## src/rtl/height_pkg.sv

```systemverilog
`default_nettype none
// +----------------------------------------------------------------------------+
// | height_pkg: shared types, defaults and width helper for the height history |
// | Revision: 1.0                                                              |
// +----------------------------------------------------------------------------+
package height_pkg;

  localparam int HEIGHT_W_DEFAULT      = 8;
  localparam int HISTORY_DEPTH_DEFAULT = 10;

  typedef enum logic [1:0] {
    IDLE = 2'd0,
    SCAN = 2'd1,
    DIV  = 2'd2
  } stats_state_t;

  // Bits needed to hold values 0..value-1 (matches $clog2 for value >= 1).
  function automatic int clog2_w(input int value);
    int w;
    w = 0;
    for (int i = 0; i < 31; i++) begin
      if ((1 << i) < value) w = i + 1;
    end
    return w;
  endfunction

endpackage : height_pkg
`default_nettype wire

```

## src/rtl/height_div_seq.sv

```systemverilog
`default_nettype none
// +----------------------------------------------------------------------------+
// | height_div_seq: sequential restoring divider, one quotient bit per cycle   |
// | Revision: 1.0                                                              |
// +----------------------------------------------------------------------------+
module height_div_seq
  import height_pkg::*;
#(
  parameter int DIVIDEND_W = 12,
  parameter int DIVISOR_W  = 4,
  parameter int QUOTIENT_W = 8
) (
  input  logic                  clk,
  input  logic                  reset,
  input  logic                  start,
  input  logic [DIVIDEND_W-1:0] dividend,
  input  logic [DIVISOR_W-1:0]  divisor,
  output logic                  done,
  output logic [QUOTIENT_W-1:0] quotient
);

  localparam int STEP_W = clog2_w(DIVIDEND_W);
  localparam logic [STEP_W-1:0] c_last_step = STEP_W'(DIVIDEND_W - 1);

  logic                  r_busy;
  logic                  r_done;
  logic [STEP_W-1:0]     r_step;
  logic [DIVISOR_W-1:0]  r_rem;
  logic [DIVISOR_W-1:0]  r_divisor;
  logic [DIVIDEND_W-1:0] r_quo;

  logic [DIVISOR_W:0]    w_trial;
  logic                  w_fits;
  logic [DIVISOR_W-1:0]  w_rem_nxt;

  // The remainder stays below the divisor, so it always fits DIVISOR_W bits.
  always_comb begin
    w_trial   = {r_rem, r_quo[DIVIDEND_W-1]};
    w_fits    = (w_trial >= {1'b0, r_divisor});
    w_rem_nxt = w_fits ? DIVISOR_W'(w_trial - {1'b0, r_divisor})
                       : w_trial[DIVISOR_W-1:0];
  end

  always_ff @(posedge clk or posedge reset) begin
    if (reset) begin
      r_busy    <= 1'b0;
      r_done    <= 1'b0;
      r_step    <= '0;
      r_rem     <= '0;
      r_divisor <= '0;
      r_quo     <= '0;
    end else if (start) begin
      r_busy    <= 1'b1;
      r_done    <= 1'b0;
      r_step    <= '0;
      r_rem     <= '0;
      r_divisor <= divisor;
      r_quo     <= dividend;
    end else begin
      r_done <= 1'b0;
      if (r_busy) begin
        r_rem  <= w_rem_nxt;
        r_quo  <= {r_quo[DIVIDEND_W-2:0], w_fits};
        r_step <= r_step + 1'b1;
        if (r_step == c_last_step) begin
          r_busy <= 1'b0;
          r_done <= 1'b1;
        end
      end
    end
  end

  assign done     = r_done;
  assign quotient = r_quo[QUOTIENT_W-1:0];

endmodule : height_div_seq
`default_nettype wire

```

## src/rtl/height_history_stats.sv

```systemverilog
`default_nettype none
// +----------------------------------------------------------------------------+
// | height_history_stats: circular history of the last DEPTH height samples    |
// | with indexed read, occupancy count and min/max/floor-average statistics.   |
// | Revision: 1.0                                                              |
// +----------------------------------------------------------------------------+
module height_history_stats
  import height_pkg::*;
#(
  parameter int WIDTH = HEIGHT_W_DEFAULT,
  parameter int DEPTH = HISTORY_DEPTH_DEFAULT,
  parameter int CNT_W = clog2_w(DEPTH + 1),
  parameter int IDX_W = clog2_w(DEPTH),
  parameter int SUM_W = WIDTH + CNT_W
) (
  input  logic             clk,
  input  logic             reset,
  input  logic             save_height,
  input  logic [WIDTH-1:0] new_height,
  input  logic             clear,
  input  logic [IDX_W-1:0] rd_idx,
  output logic [WIDTH-1:0] rd_data,
  output logic [CNT_W-1:0] count,
  output logic             full,
  output logic [WIDTH-1:0] min_height,
  output logic [WIDTH-1:0] max_height,
  output logic [WIDTH-1:0] avg_height,
  output logic             stats_valid
);

  localparam int AW = IDX_W + 2;
  localparam logic [CNT_W-1:0] c_depth_cnt = CNT_W'(DEPTH);
  localparam logic [IDX_W-1:0] c_last_idx  = IDX_W'(DEPTH - 1);

  logic [WIDTH-1:0] r_mem [DEPTH];
  logic             r_save_prev;
  logic [IDX_W-1:0] r_wptr;
  logic [CNT_W-1:0] r_count;
  logic [SUM_W-1:0] r_sum;
  logic [WIDTH-1:0] r_rd_data;

  stats_state_t     r_state;
  stats_state_t     w_state_nxt;
  logic [IDX_W-1:0] r_scan_idx;
  logic [WIDTH-1:0] r_scan_min;
  logic [WIDTH-1:0] r_scan_max;
  logic [WIDTH-1:0] r_min;
  logic [WIDTH-1:0] r_max;
  logic [WIDTH-1:0] r_avg;
  logic             r_stats_valid;

  logic             w_save_edge;
  logic             w_full;
  logic [IDX_W-1:0] w_wptr_nxt;
  logic [SUM_W-1:0] w_sum_nxt;
  logic [AW-1:0]    w_rd_lin;
  logic [IDX_W-1:0] w_rd_phys;
  logic [WIDTH-1:0] w_scan_val;
  logic             w_scan_last;
  logic             w_div_start;
  logic             w_div_done;
  logic [WIDTH-1:0] w_quot;

  assign w_save_edge = save_height & ~r_save_prev;
  assign w_full      = (r_count == c_depth_cnt);
  assign w_wptr_nxt  = (r_wptr == c_last_idx) ? '0 : r_wptr + 1'b1;

  // When full, the slot about to be overwritten is the oldest sample.
  always_comb begin
    w_sum_nxt = r_sum + SUM_W'(new_height);
    if (w_full) w_sum_nxt = w_sum_nxt - SUM_W'(r_mem[r_wptr]);
  end

  always_comb begin
    w_rd_lin  = AW'(r_wptr) + AW'(DEPTH - 1) - AW'(rd_idx);
    w_rd_phys = (w_rd_lin >= AW'(DEPTH)) ? IDX_W'(w_rd_lin - AW'(DEPTH))
                                         : IDX_W'(w_rd_lin);
  end

  always_ff @(posedge clk or posedge reset) begin
    if (reset) begin
      r_save_prev <= 1'b0;
      r_wptr      <= '0;
      r_count     <= '0;
      r_sum       <= '0;
      r_rd_data   <= '0;
      for (int i = 0; i < DEPTH; i++) r_mem[i] <= '0;
    end else begin
      r_save_prev <= save_height;
      r_rd_data   <= (CNT_W'(rd_idx) < r_count) ? r_mem[w_rd_phys] : '0;
      if (clear) begin
        r_wptr  <= '0;
        r_count <= '0;
        r_sum   <= '0;
      end else if (w_save_edge) begin
        r_mem[r_wptr] <= new_height;
        r_wptr        <= w_wptr_nxt;
        r_sum         <= w_sum_nxt;
        if (!w_full) r_count <= r_count + 1'b1;
      end
    end
  end

  // Valid entries always occupy physical slots 0..count-1, so the scan walks
  // slots directly; min/max do not depend on age order.
  assign w_scan_val  = r_mem[r_scan_idx];
  assign w_scan_last = (CNT_W'(r_scan_idx) == r_count - 1'b1);

  always_comb begin
    w_state_nxt = r_state;
    w_div_start = 1'b0;
    unique case (r_state)
      IDLE: begin
        if (clear)            w_state_nxt = IDLE;
        else if (w_save_edge) w_state_nxt = SCAN;
      end
      SCAN: begin
        if (clear)            w_state_nxt = IDLE;
        else if (w_save_edge) w_state_nxt = SCAN;
        else if (w_scan_last) begin
          w_state_nxt = DIV;
          w_div_start = 1'b1;
        end
      end
      DIV: begin
        if (clear)            w_state_nxt = IDLE;
        else if (w_save_edge) w_state_nxt = SCAN;
        else if (w_div_done)  w_state_nxt = IDLE;
      end
      default: w_state_nxt = IDLE;
    endcase
  end

  always_ff @(posedge clk or posedge reset) begin
    if (reset) begin
      r_state       <= IDLE;
      r_scan_idx    <= '0;
      r_scan_min    <= '0;
      r_scan_max    <= '0;
      r_min         <= '0;
      r_max         <= '0;
      r_avg         <= '0;
      r_stats_valid <= 1'b0;
    end else begin
      r_state <= w_state_nxt;
      if (clear) begin
        r_min         <= '0;
        r_max         <= '0;
        r_avg         <= '0;
        r_stats_valid <= 1'b0;
      end else if (w_save_edge) begin
        r_scan_idx    <= '0;
        r_stats_valid <= 1'b0;
      end else if (r_state == SCAN) begin
        r_scan_idx <= r_scan_idx + 1'b1;
        if (r_scan_idx == '0) begin
          r_scan_min <= w_scan_val;
          r_scan_max <= w_scan_val;
        end else begin
          if (w_scan_val < r_scan_min) r_scan_min <= w_scan_val;
          if (w_scan_val > r_scan_max) r_scan_max <= w_scan_val;
        end
      end else if (r_state == DIV && w_div_done) begin
        r_min         <= r_scan_min;
        r_max         <= r_scan_max;
        r_avg         <= w_quot;
        r_stats_valid <= 1'b1;
      end
    end
  end

  height_div_seq #(
    .DIVIDEND_W (SUM_W),
    .DIVISOR_W  (CNT_W),
    .QUOTIENT_W (WIDTH)
  ) u_div (
    .clk      (clk),
    .reset    (reset),
    .start    (w_div_start),
    .dividend (r_sum),
    .divisor  (r_count),
    .done     (w_div_done),
    .quotient (w_quot)
  );

  assign rd_data     = r_rd_data;
  assign count       = r_count;
  assign full        = w_full;
  assign min_height  = r_min;
  assign max_height  = r_max;
  assign avg_height  = r_avg;
  assign stats_valid = r_stats_valid;

endmodule : height_history_stats
`default_nettype wire

```

## config.mk

```make
export PLATFORM = sky130hd
export DESIGN_NAME = height_history_stats
export DESIGN_NICKNAME = d
export VERILOG_FILES = /design/src/rtl/height_pkg.sv /design/src/rtl/height_div_seq.sv /design/src/rtl/height_history_stats.sv
export SDC_FILE = /design/constraint.sdc
export NUM_CORES = 1
export LEC_CHECK = 0
export ABC_AREA = 0
export BUFFER_PORTS_ARGS = -buffer_cell sky130_fd_sc_hd__clkbuf_2
export CAP_MARGIN = 20
export CELL_PAD_IN_SITES_DETAIL_PLACEMENT = 1
export CELL_PAD_IN_SITES_GLOBAL_PLACEMENT = 2
export CORE_MARGIN = 10
export CORE_UTILIZATION = 38
export CTS_CLUSTER_SIZE = 25
export DETAILED_ROUTE_END_ITERATION = 10
export GPL_ROUTABILITY_DRIVEN = 0
export GPL_TIMING_DRIVEN = 0
export PLACE_DENSITY = 0.79
export SYNTH_ARGS = -nofsm -noshare
export SYNTH_HDL_FRONTEND = slang
export SYNTH_SLANG_ARGS = --single-unit
```

## constraint.sdc

```tcl
create_clock -name clk -period 6.28 [get_ports clk]
set_input_delay 1.256 -clock clk [delete_from_list [all_inputs] [get_ports clk]]
set_output_delay 1.256 -clock clk [all_outputs]
set_load 0.005 [all_outputs]
```

======== After elaboration in Yosys (flattened, before gate mapping) ========
Cells that the tools add are included.
operators by class
  $add $sub $neg .......................... 11
  reductions and logical operators ........ 19
  multiplexer cells ....................... 71
  $lt $le $gt $ge ......................... 9
  bitwise gates (word level) .............. 7
  equal/unequal tests ..................... 13
operators with widths
  cell                 number
  $mux 8               24
  $bmux 8 s4           3
  $bwmux 80            1
  $mux 12              5
  $mux 4               14
  $demux 8 s4          1
  $add 4x1->4 const B  4
  $mux 2               8
  $ge 5x5->1 const B   3
  $not 4->5            3
  $mux 1               14
  $add 12x8->12        1
  $eq 4x4->1 const B   3
  $reduce_bool 2->1    6
  $sub 12x8->12        1
  $gt 8x8->1           1
  $lt 8x8->1           1
  $reduce_and 2->1     4
  $reduce_and 4->1     2
  $ge 6x4->1 const B   1
  $ne 2x2->1 const B   3
  $ne 3x3->1 const B   2
  $pmux 2 s3           1
  $reduce_and 3->1     2
  other kinds (19)     22
storage, ports and cells
  output and inout bits ................... 38
  register bits ........................... 182
  logic and storage cells ................. 159

======== Logic depth before layout (Yosys ltp) ========
Gate-level depths: netlist of the first run.
  word-level depth ........................ 9
  mapped depth ............................ 17

======== Cells and area by module ========
A second synthesis of the first run with hierarchy kept.
second synthesis, totals
  cell total of the unflattened synthesis .. 1052
  area total of the unflattened synthesis .. 11367.2 um2
modules (own cells, without submodules)
  module                area each (um2)  cells an instance  times used  sequential area each (um2)
  height_history_stats  9920.8           909                1           3903.7
  height_div_seq        1446.4           143                1           650.6

======== Least setup slack after synthesis of the first run ========
OpenSTA, ideal clock, no wires.
  path kind ............................... input-to-reg
  start ................................... input port rd_idx[1]
  end ..................................... register r_rd_data[5], in the netlist rd_data[5]
  data arrival time ....................... 4.678 ns
  cell stages on the path ................. 12
  buffers on the path ..................... 1
  setup slack ............................. 1.480 ns
  required time ........................... 6.159 ns
  cell sequence ........................... ha_1 > inv_1 > ha_1 > fa_1 > o21ai_0 > a21oi_1 > nor3_1 > mux2i_1 > buf_2 > mux4_2 > a22oi_1 > nand2_1
between the ends
  longest elaborated chain between the ends .. 8
  elaborated cells between the ends (all ways) .. 10
  classes of those cells .................. add/sub: 2; order compare: 2; mux: 5; bitwise: 1
ends and longest elaborated chain
  what                                        line                        RTL
  start, declared                             height_history_stats.sv:21  input logic [IDX_W-1:0] rd_idx,
  $sub 5x4->6                                 height_history_stats.sv:75  w_rd_lin = AW'(r_wptr) + AW'(DEPTH - 1) - AW'(rd_idx);
  $ge 6x4->1 or $sub 4x4->4 (tied branches)   height_history_stats.sv:76  w_rd_phys = (w_rd_lin >= AW'(DEPTH)) ? IDX_W'(w_rd_lin - AW'(DEPTH))
  $mux 4                                      height_history_stats.sv:76
  $not 4->5 (not written as such)             height_history_stats.sv:90  r_rd_data <= (CNT_W'(rd_idx) < r_count) ? r_mem[w_rd_phys] : '0;
  $bmux 8 s4                                  height_history_stats.sv:90
  $mux 8 (not written as such) (2 in series)  height_history_stats.sv:90
  $mux 8 *                                    height_history_stats.sv:90
  end signal, assigned                        height_history_stats.sv:90
  end, declared                               height_history_stats.sv:40  logic [WIDTH-1:0] r_rd_data;
Every way passes the cells marked *; elsewhere a longest branch is shown, timed or not. The select of a mux whose other input is x is not followed.
A chain may end at the register's enable or synchronous reset.

======== Worst setup path after layout of the first run ========
  start ................................... register r_wptr[0]
  end ..................................... register r_sum[10]
between the ends
  longest elaborated chain between the ends .. 8
ends and longest elaborated chain
  what                                        line                        RTL
  start, declared                             height_history_stats.sv:37  logic [IDX_W-1:0] r_wptr;
  start signal, assigned                      height_history_stats.sv:97  r_wptr <= w_wptr_nxt;
  $not 4->5 (not written as such)             height_history_stats.sv:71  if (w_full) w_sum_nxt = w_sum_nxt - SUM_W'(r_mem[r_wptr]);
  $bmux 8 s4                                  height_history_stats.sv:71
  $mux 8 (not written as such) (2 in series)  height_history_stats.sv:71
  $sub 12x8->12                               height_history_stats.sv:71
  $mux 12                                     height_history_stats.sv:71
  $mux 12                                     height_history_stats.sv:95  end else if (w_save_edge) begin
  $mux 12                                     height_history_stats.sv:91  if (clear) begin
  end signal, assigned                        height_history_stats.sv:98  r_sum <= w_sum_nxt;
  end, declared                               height_history_stats.sv:39  logic [SUM_W-1:0] r_sum;
No other way between the ends. The select of a mux whose other input is x is not followed.

==> run metrics, run 1 <==
clock skew 0.0184 ns; final hold vios 0; Hold Path Stages 2; final worst slack roughly 0.6 ns; Crit path required time 6.62 ns; layout cells sized above 1 roughly 23%; post-route setup TNS 0 ns; # clock sinks approximately 180; Core Rows 62; port buffer count 53; Top FF cell, synth dfrtp_1; Cell Pwr Density roughly 310 mW/mm2; num ports between 50 and 60; final wirelength about 33,000 um; synthesis-stage register bit count between 150 and 200; sequential area share after synthesis 41.3%; CTS max path bufs 2; Core Region 0.0287 mm2; total grt overflow 0; R2R Path End r_sum[10]; r2r worst-path depth 17; final core occ between 40 and 50%; Die Width roughly 190 um; FF-to-FF Start r_wptr[0]; crit path time final roughly 5.7 ns; Peak VDD IR between 150 and 200 uV; Setup WS pre-CTS between 0.6 and 0.7 ns; Antenna Nets Post-Route 0; CTS tree built; Area Growth Syn to Fin 13.3%; Vias/cell approximately 5.5; largest net degree at the start of global routing 106; Area contributors post-synth dfrtp_1, mux2_2, mux4_2; die area about 0.036 mm2; Initial Util between 30% and 40%; RSZ-0062 raised after global routing no; WL/cell 22.0 um; clk_lat worst skew approximately 0.46 ns; ys async rst share 100%; Worst Max-Slew Pin Slew 1.07 ns; total power slightly below 4 mW; Cell Area, Synth around 0.011 mm2; vias in the first global route 8,806; first-pass GRT wire length between 50,000 and 60,000 um; total number of vias around 8,200; Setup CP Type reg -> reg; TritonCTS buffer count 17; Max FO, Critical Path 10; Antenna Cells 0; HPWL after detailed placement roughly 24,000 um; Max Cap Viol 0; period utilization roughly nine tenths; Worst Setup End Kind flip-flop; CP Data Arrival Time approximately 6 ns; die height 190 um; Synth Instances about 1,000; share of the synthesized area in the top cell type between 40% and 50%; count leader, synth dfrtp_1; number of remaining DRC errors 0; Yosys warning count 0; drt pass-1 iters 5; Tot GR Track Use 18.4%; Setup Buffers After CTS 0; min-delay src u_div.r_divisor[0]; Max Clock Freq around 180 MHz; top cells by count, synth dfrtp_1, nand2_1, mux2_2, a21oi_1, ha_1; Final Max Slew Viols 0; Net Count, Synth between 1,000 and 1,500; largest area contributor in the netlist dfrtp_1; Startpoint Class flip-flop; clk root buf clkbuf_16; run status completed; Hold Slack approximately 0.51 ns; Hold EP u_div.r_divisor[0]; Leak around 5.5 nW; setup violators final 0; PostCTS Resize Cnt 0; Distinct cells, synth 66; initial antenna violation count 0; synthesized area per cell between 10 and 15 um2; nets@finish 1,158; Post-synth EDFFs 0; initial drt markers ~400; clock slew seen by the registers of the worst setup and hold paths approximately 0.090 ns; worst hold path type reg -> reg; cts hold-fix bufs 0; Rel. slew slack 28.8%; FF-to-FF setup slack around 0.60 ns; H-Tree Depth 4
## worst max-delay path by stage
stage | start | end | slack [ns]
floorplan | reset | avg_height[0] | 0.08
global placement | reset | r_scan_max[3] | -2.34
detailed placement | r_wptr[0] | r_sum[10] | 0.61
CTS | r_wptr[0] | r_sum[10] | 0.57
global route | r_wptr[0] | r_sum[10] | 0.26
finish | r_wptr[0] | r_sum[10] | 0.60
## worst max-delay path, cell delays in order (launching register included)
cell,delay [ns]
dfrtp_1,0.47
buf_6,0.20
clkbuf_1,0.70
buf_1,0.65
mux4_2,0.58
mux2i_1,0.16
o22ai_1,0.13
ha_1,0.25
fa_1,0.41
nor2b_1,0.13
o21ai_0,0.10
nor2b_1,0.17
or4_1,0.50
a31oi_1,0.26
o21a_1,0.20
o2111ai_1,0.13
a21oi_1,0.18
mux2_1,0.33
## cell type report
cell class | count | area [um2]
multi-input cells | 724 | 6070
plain buffers | 58 | 233
clock inverters | 15 | 226
clock buffers | 17 | 425
inverters | 47 | 184
flip-flops and latches | 182 | 4550
repair buffers | 56 | 315
fillers | 3179 | 16200
well taps | 384 | 480
## sequential cells by signal, indices dropped and copies added (netlist names), 8 cells and up
register,count
r_sum,12
rd_data,8
r_scan_max,8
min_height,8
r_scan_min,8
max_height,8
avg_height,8
u_div.r_quo,12
r_mem,80
## where the power goes
group          total, mW  internal (mW)  switching [mW]  leakage (nW)
registers           1.49           1.34           0.148          2.41
clock network       1.20          0.622           0.575         0.315
logic               1.21          0.559           0.653          2.83
total               3.90           2.52            1.38          5.55
## layout by cell type (no fill, tap or decap), types with 17 or more instances in the layout
cell,synthesis,final
a21oi_1,57,57
nor2_1,46,46
mux2_2,107,107
clkbuf_1,35,35
clkbuf_2,0,53
dfrtp_1,182,182
nand2_1,119,119
mux4_2,42,42
xnor2_1,19,19
mux2i_1,51,50
inv_1,47,46
ha_1,52,52
clkbuf_16,0,17
o21ai_0,37,37
## cell families after synthesis
kind of cell               after synthesis  synth area share (%)
buffers and inverters                  105                  3.71
muxes                                  205                  24.8
and+or+nand+nor                        248                  10.3
AOI/OAI and AO/OA                      184                  10.8
DFF                                    182                  41.3
adders and majority gates               56                  6.63
xor gates and xnor gates                31                  2.46
## per-layer routing
layer  GRT usage [%]  part of all wire [%]  up-vias  wire length [um]
met5               0                     0        -                 0
met4            4.97                   1.7        0               540
met3            3.27                   3.2       35              1040
met2            31.1                    50      125             16300
met1            23.7                    45     4250             14800
li1                -                     -     3809                 -
## stage by stage
step	instance area [um2]	std cells
CTS	12500	1483
detailed placement	11800	1451
finish	12500	1483
global route	12500	1483
global placement	11800	1448
floorplan	11000	1011
Note: power is estimated with default switching activity, not from simulation.
==> run 2: changes to the inputs <==
--- a/config.mk
+++ b/config.mk
@@ -16,7 +16,7 @@
 export DETAILED_ROUTE_END_ITERATION = 10
 export GPL_ROUTABILITY_DRIVEN = 0
 export GPL_TIMING_DRIVEN = 0
-export PLACE_DENSITY = 0.79
+export PLACE_DENSITY_LB_ADDON = 0.3
 export SYNTH_ARGS = -nofsm -noshare
 export SYNTH_HDL_FRONTEND = slang
 export SYNTH_SLANG_ARGS = --single-unit
==> run 2 against run 1 <==
Effect of this change:
- cell area shrank 0.34%
- worst setup slack improved by 0.00071 ns
- die area unchanged
- final cell count did not move
- sequential power hardly changed
- critical path depth unchanged
- fmax about the same
- sequential share of layout area increased by 0.12 points
- combinational power hardly changed
- clock power shrank 7%
- non-clock buffer count did not move
- flip-flop and latch count did not move
- highest routed layer unchanged
==> run metrics, run 2 (synthesized netlist as in run 1, its figures left out) <==
die height 190 um (unchanged); Core Region 0.0287 mm2 (unchanged); drt pass-1 iters 5 (unchanged); final hold vios 0 (unchanged); crit path time final 5.68 ns (-0.000712 ns); run status completed; Largest regs r_mem (80), r_sum (12), u_div.r_quo (12); number of remaining DRC errors 0 (unchanged); final worst slack 0.600 ns (+0.000712 ns); die area 0.0362 mm2 (unchanged); Max Clock Freq 176 MHz (about the same); CP Data Arrival Time 6.00 ns (-0.02 ns); PostCTS Resize Cnt 0 (unchanged); post-route setup TNS 0 ns (unchanged); max FFs per register 80 (unchanged); FF-to-FF setup slack 0.60 ns (about the same); Setup Buffers After CTS 0 (unchanged); Tot GR Track Use 18.3% (-0.14 points); Crit path required time 6.60 ns (-0.02 ns); Rel. slew slack 35.2% (+6.4 points); Vias/cell 5.46 (-1.5%); first-pass GRT wire length 51,500 um (-0.96%); layout cells sized above 1 23.2% (unchanged); port buffer count 53 (unchanged); Sequential Area 0.00455 mm2 (unchanged); TritonCTS buffer count 17 (unchanged); largest net degree at the start of global routing 109 (+2.8%); Hold EP u_div.r_divisor[0]; RSZ-0062 raised after global routing no; Antenna Nets Post-Route 0 (unchanged); Worst Max-Slew Pin Slew 0.972 ns (-0.0954 ns); FF-to-FF Start r_wptr[0]; total grt overflow 0 (unchanged); CP delay by family, top buffers and inverters; clk root buf clkbuf_16; Antenna Cells 0 (unchanged); # clock sinks 182 (unchanged); WL/cell 21.9 um (-0.84%); Cell Pwr Density 306 mW/mm2 (-1.9%); final wirelength 32,400 um (-0.84%); cts hold-fix bufs 0 (unchanged); fillers 3,188 (+0.28%); num ports 54 (unchanged); Crit-path slowest cell clkbuf_1; clock slew seen by the registers of the worst setup and hold paths 0.08 ns (about the same); r2r worst-path depth 17 (unchanged); total power 3.81 mW (-2.2%); Die Width 190 um (unchanged); HPWL after detailed placement 24,000 um (-0.28%); Hold Slack 0.496 ns (-0.0174 ns); total number of vias 8,096 (-1.5%); Critical Path Max Stage Delay 0.70 ns (about the same); nets@finish 1,158 (unchanged); worst hold path type reg -> reg; initial antenna violation count 0 (unchanged); R2R Path End r_sum[10]; period utilization 90.4% (about the same); Core Rows 62 (unchanged); Max FO, Critical Path 10 (unchanged); Hold Path Stages 2 (unchanged); Final Max Slew Viols 0 (unchanged); multi-input logic area 0.00607 mm2 (unchanged); Peak VDD IR 209 uV (+13%); CTS max path bufs 2 (unchanged); Worst Setup End Kind flip-flop; clock skew 0.0141 ns (-0.00430 ns); vias in the first global route 8,672 (-1.5%); Leak 5.52 nW (-0.45%); most frequent cells in the layout dfrtp_1, nand2_1, mux2_2; min-delay src u_div.r_divisor[0]; Area Growth Syn to Fin 12.9%; Setup WS pre-CTS 0.594 ns (-0.0153 ns); Initial Util 38.4% (unchanged); Setup CP Type reg -> reg; H-Tree Depth 4 (unchanged); Max Cap Viol 0 (unchanged); CTS tree built; initial drt markers 414 (+0.98%); Startpoint Class flip-flop; clk_lat worst skew 0.45 ns (about the same); Biggest register r_mem; Worst path most repeated cell nor2b_1; crit-path cells buf_6, clkbuf_1, buf_1, mux4_2, mux2i_1, o22ai_1, ha_1, fa_1, nor2b_1, o21ai_0, nor2b_1, or4_1, a31oi_1, o21a_1, o2111ai_1, a21oi_1, mux2_1; commonest non-fill, non-tap cell in the layout dfrtp_1; setup violators final 0 (unchanged); Worst Path Buf+Inv 3 (unchanged)
-- run 2: worst register-to-register path: cells and delay by family, from the launching register on --
family / cells / cell delay (ns)
AOI/OAI and AO/OA: 6 / 1.00
adders and majority gates: 2 / 0.66
buffers and inverters: 3 / 1.56
DFF: 1 / 0.46
muxes: 3 / 1.07
and+or+nand+nor: 3 / 0.80
-- run 2: how the worst max path moves through the flow --
stage          startpoint             to  slack [ns]  depth (start not counted)
5_1_grt         r_wptr[0]      r_sum[10]        0.25                         17
3_3_place_gp        reset  max_height[3]       -2.34                          2
6_report        r_wptr[0]      r_sum[10]        0.60                         17
2_1_floorplan       reset  avg_height[0]        0.08                          1
3_5_place_dp    r_wptr[0]      r_sum[10]        0.59                         17
4_1_cts         r_wptr[0]      r_sum[10]        0.54                         17
-- run 2: report_power, final --
group          switching, mW  total (mW)  internal, mW
combinational          0.643        1.20         0.558
sequential             0.146        1.49          1.34
clock                  0.549        1.12         0.572
total                   1.34        3.81          2.47
-- run 2: per-stage QoR --
| stage | instance area [um2] | instances | utilization (%) |
|---|---|---|---|
| final | 12400 | 1483 | 43.4 |
| after global routing | 12400 | 1483 | 43.4 |
| after CTS | 12400 | 1483 | 43.4 |
| after detailed placement | 11800 | 1451 | 41.2 |
| after global placement | 11800 | 1448 | 41.0 |
| after floorplan | 11000 | 1011 | - |
-- run 2: cell type report --
class                      instances  share of cell area, %
buffer                            58                   1.87
clock buffer                      17                   3.42
clock inverter                    15                   1.51
inverter                          47                   1.48
multi-input combinational        724                   48.8
sequential                       182                   36.6
tap                              384                   3.86
timing repair buffer              56                   2.50
-- run 2: layer usage --
metal | routed length, um | GRT usage [%] | vias up | part of all wire (%)
met3 | 807 | 2.78 | 22 | 2.5
met5 | 0 | 0 | - | 0
met1 | 14600 | 23.1 | 4169 | 45
met2 | 16600 | 32.0 | 104 | 51
met4 | 394 | 4.33 | 0 | 1.2
li1 | - | - | 3801 | -
==> run 3: changes to the inputs <==
--- a/config.mk
+++ b/config.mk
@@ -8,10 +8,8 @@
 export ABC_AREA = 0
 export BUFFER_PORTS_ARGS = -buffer_cell sky130_fd_sc_hd__clkbuf_2
 export CAP_MARGIN = 20
-export CELL_PAD_IN_SITES_DETAIL_PLACEMENT = 1
-export CELL_PAD_IN_SITES_GLOBAL_PLACEMENT = 2
 export CORE_MARGIN = 10
-export CORE_UTILIZATION = 38
+export CORE_UTILIZATION = 45
 export CTS_CLUSTER_SIZE = 25
 export DETAILED_ROUTE_END_ITERATION = 10
 export GPL_ROUTABILITY_DRIVEN = 0
==> run 3 against run 2 <==
Effect of this change:
- non-clock buffer count is the same
- cell area shrank 0.85%
- first-iteration DRC count grew 44%
- worst setup slack gained 0.057 ns
- via count grew 1.1%
- final cell count shrank 4.0%
- combinational power is essentially flat
- register-to-register slack gained 0.06 ns
- clock power shrank 4%
- highest routed layer unchanged
- clock skew shrank 0.0034 ns
==> run metrics, run 3 (synthesized netlist as in run 1, its figures left out) <==
run status completed; final hold vios 0 (unchanged); total power 3.74 mW (-2.0%); total grt overflow 0 (unchanged); r2r worst-path depth 17 (unchanged); RSZ-0062 raised after global routing no; most frequent cells in the layout dfrtp_1, nand2_1, mux2_2; FF-to-FF setup slack 0.66 ns (+0.06 ns); TritonCTS buffer count 17 (unchanged); Tot GR Track Use 18.9% (+0.61 points); H-Tree Depth 4 (unchanged); Area Growth Syn to Fin 11.9%; die area 0.0312 mm2 (-14%); clk root buf clkbuf_16; Max Cap Viol 0 (unchanged); clk_lat worst skew 0.44 ns (about the same); Hold Slack 0.507 ns (+0.0107 ns); first-pass GRT wire length 46,300 um (-10%); Antenna Nets Post-Route 0 (unchanged); clock slew seen by the registers of the worst setup and hold paths 0.07 ns (about the same); Peak VDD IR 186 uV (-11%); Die Width 177 um (-7.3%); Biggest register r_mem; crit path time final 5.62 ns (-0.0569 ns); Leak 5.51 nW (-0.18%); setup violators final 0 (unchanged); initial drt markers 597 (+44%); worst hold path type reg -> reg; CTS tree built; Max Clock Freq 178 MHz (+1.0%); Final Max Slew Viols 0 (unchanged); number of remaining DRC errors 0 (unchanged); period utilization 89.5% (-0.91 points); Crit path required time 6.60 ns (about the same); largest net degree at the start of global routing 127 (+17%); fillers 2,218 (-30%); port buffer count 53 (unchanged); initial antenna violation count 0 (unchanged); Setup Buffers After CTS 0 (unchanged); vias in the first global route 8,219 (-5.2%); HPWL after detailed placement 21,000 um (-12%); final core occ 50.9% (+7.5 points); Largest regs r_mem (80), r_sum (12), u_div.r_quo (12); cts hold-fix bufs 0 (unchanged); Rel. slew slack 34.1% (-1.1 points); min-delay src r_sum[11]; R2R Path End r_sum[10]; Core Region 0.0242 mm2 (-16%); Hold EP u_div.r_quo[11]; # clock sinks 182 (unchanged); total number of vias 8,186 (+1.1%); die height 177 um (-7.3%); FF-to-FF Start r_wptr[0]; Vias/cell 5.75 (+5.4%); Finished Layout Cells 1,423 (-4.0%); Worst Setup End Kind flip-flop; Antenna Cells 0 (unchanged); CP Data Arrival Time 5.94 ns (-0.06 ns); Setup CP Type reg -> reg; Hold Path Stages 2 (unchanged); CTS max path bufs 2 (unchanged); drt pass-1 iters 6 (+1); Initial Util 45.5% (+7.1 points); max FFs per register 80 (unchanged); nets@finish 1,158 (unchanged); Max FO, Critical Path 10 (unchanged); Worst Max-Slew Pin Slew 0.982 ns (+0.0102 ns); num ports 54 (unchanged); Core Rows 57 (-8.1%); layout cells sized above 1 23.0% (-0.18 points); clock skew 0.0107 ns (-0.00345 ns); commonest non-fill, non-tap cell in the layout dfrtp_1; final wirelength 28,800 um (-11%); PostCTS Resize Cnt 0 (unchanged); DP Cell Count 1,391 (-4.1%); WL/cell 20.3 um (-7.3%); Startpoint Class flip-flop; Cell Pwr Density 303 mW/mm2 (-1.2%)
[run 3: changes by cell type in the layout (fill, tap and decap cells not counted), sizes merged]
cell    before  now
clkbuf     105  111
inv         52   50
clkinv       7    3
[run 3: power breakdown]
group          switching, mW  internal (mW)  leakage, nW
logic                  0.626          0.557         2.83
clock network          0.477          0.593        0.281
registers              0.139           1.34         2.41
total                   1.24           2.49         5.51
[run 3: worst max path at each step]
stage	slack [ns]	to	startpoint	cells past startpoint
6_report	0.66	r_sum[10]	r_wptr[0]	17
5_1_grt	0.33	r_sum[10]	r_wptr[0]	17
4_1_cts	0.65	r_sum[10]	r_wptr[0]	17
3_5_place_dp	0.70	r_sum[10]	r_wptr[0]	17
3_3_place_gp	-2.12	min_height[1]	reset	2
2_1_floorplan	0.08	avg_height[0]	reset	1
[run 3: final cells by class]
class,instances,area (um2),share of cell area (%)
well taps,324,405,3.29
repair buffers,56,315,2.55
plain buffers,58,233,1.89
inverters,47,184,1.49
flip-flops and latches,182,4550,36.9
multi-input cells,724,6070,49.2
clock inverters,9,90.1,0.730
clock buffers,23,488,3.95
[run 3: worst max-delay path, stage by stage (launching register included)]
cell and delay (ns):
dfrtp_1 0.48, buf_6 0.21, clkbuf_1 0.68, buf_1 0.60, mux4_2 0.58, mux2i_1 0.14
o22ai_1 0.13, ha_1 0.25, fa_1 0.42, nor2b_1 0.13, o21ai_0 0.10, nor2b_1 0.17
or4_1 0.49, a31oi_1 0.26, o21a_1 0.19, o2111ai_1 0.11, a21oi_1 0.21, mux2_1 0.34
[run 3: layer usage]
layer | vias to the layer above | track usage, % | share of wire, %
met3 | 41 | 3.50 | 5.5
met2 | 243 | 30.7 | 48
li1 | 3824 | - | -
met1 | 4078 | 25.1 | 45
met4 | 0 | 5.78 | 2.3
met5 | - | 0 | 0
[run 3: stage by stage]
step                area, um2  TNS [ns]  worst slack (ns)
floorplan               11000         0            0.0803
global placement        11700   -383.67             -2.12
detailed placement      11800         0             0.697
CTS                     12300         0             0.650
global route            12300         0             0.326
finish                  12300         0             0.657
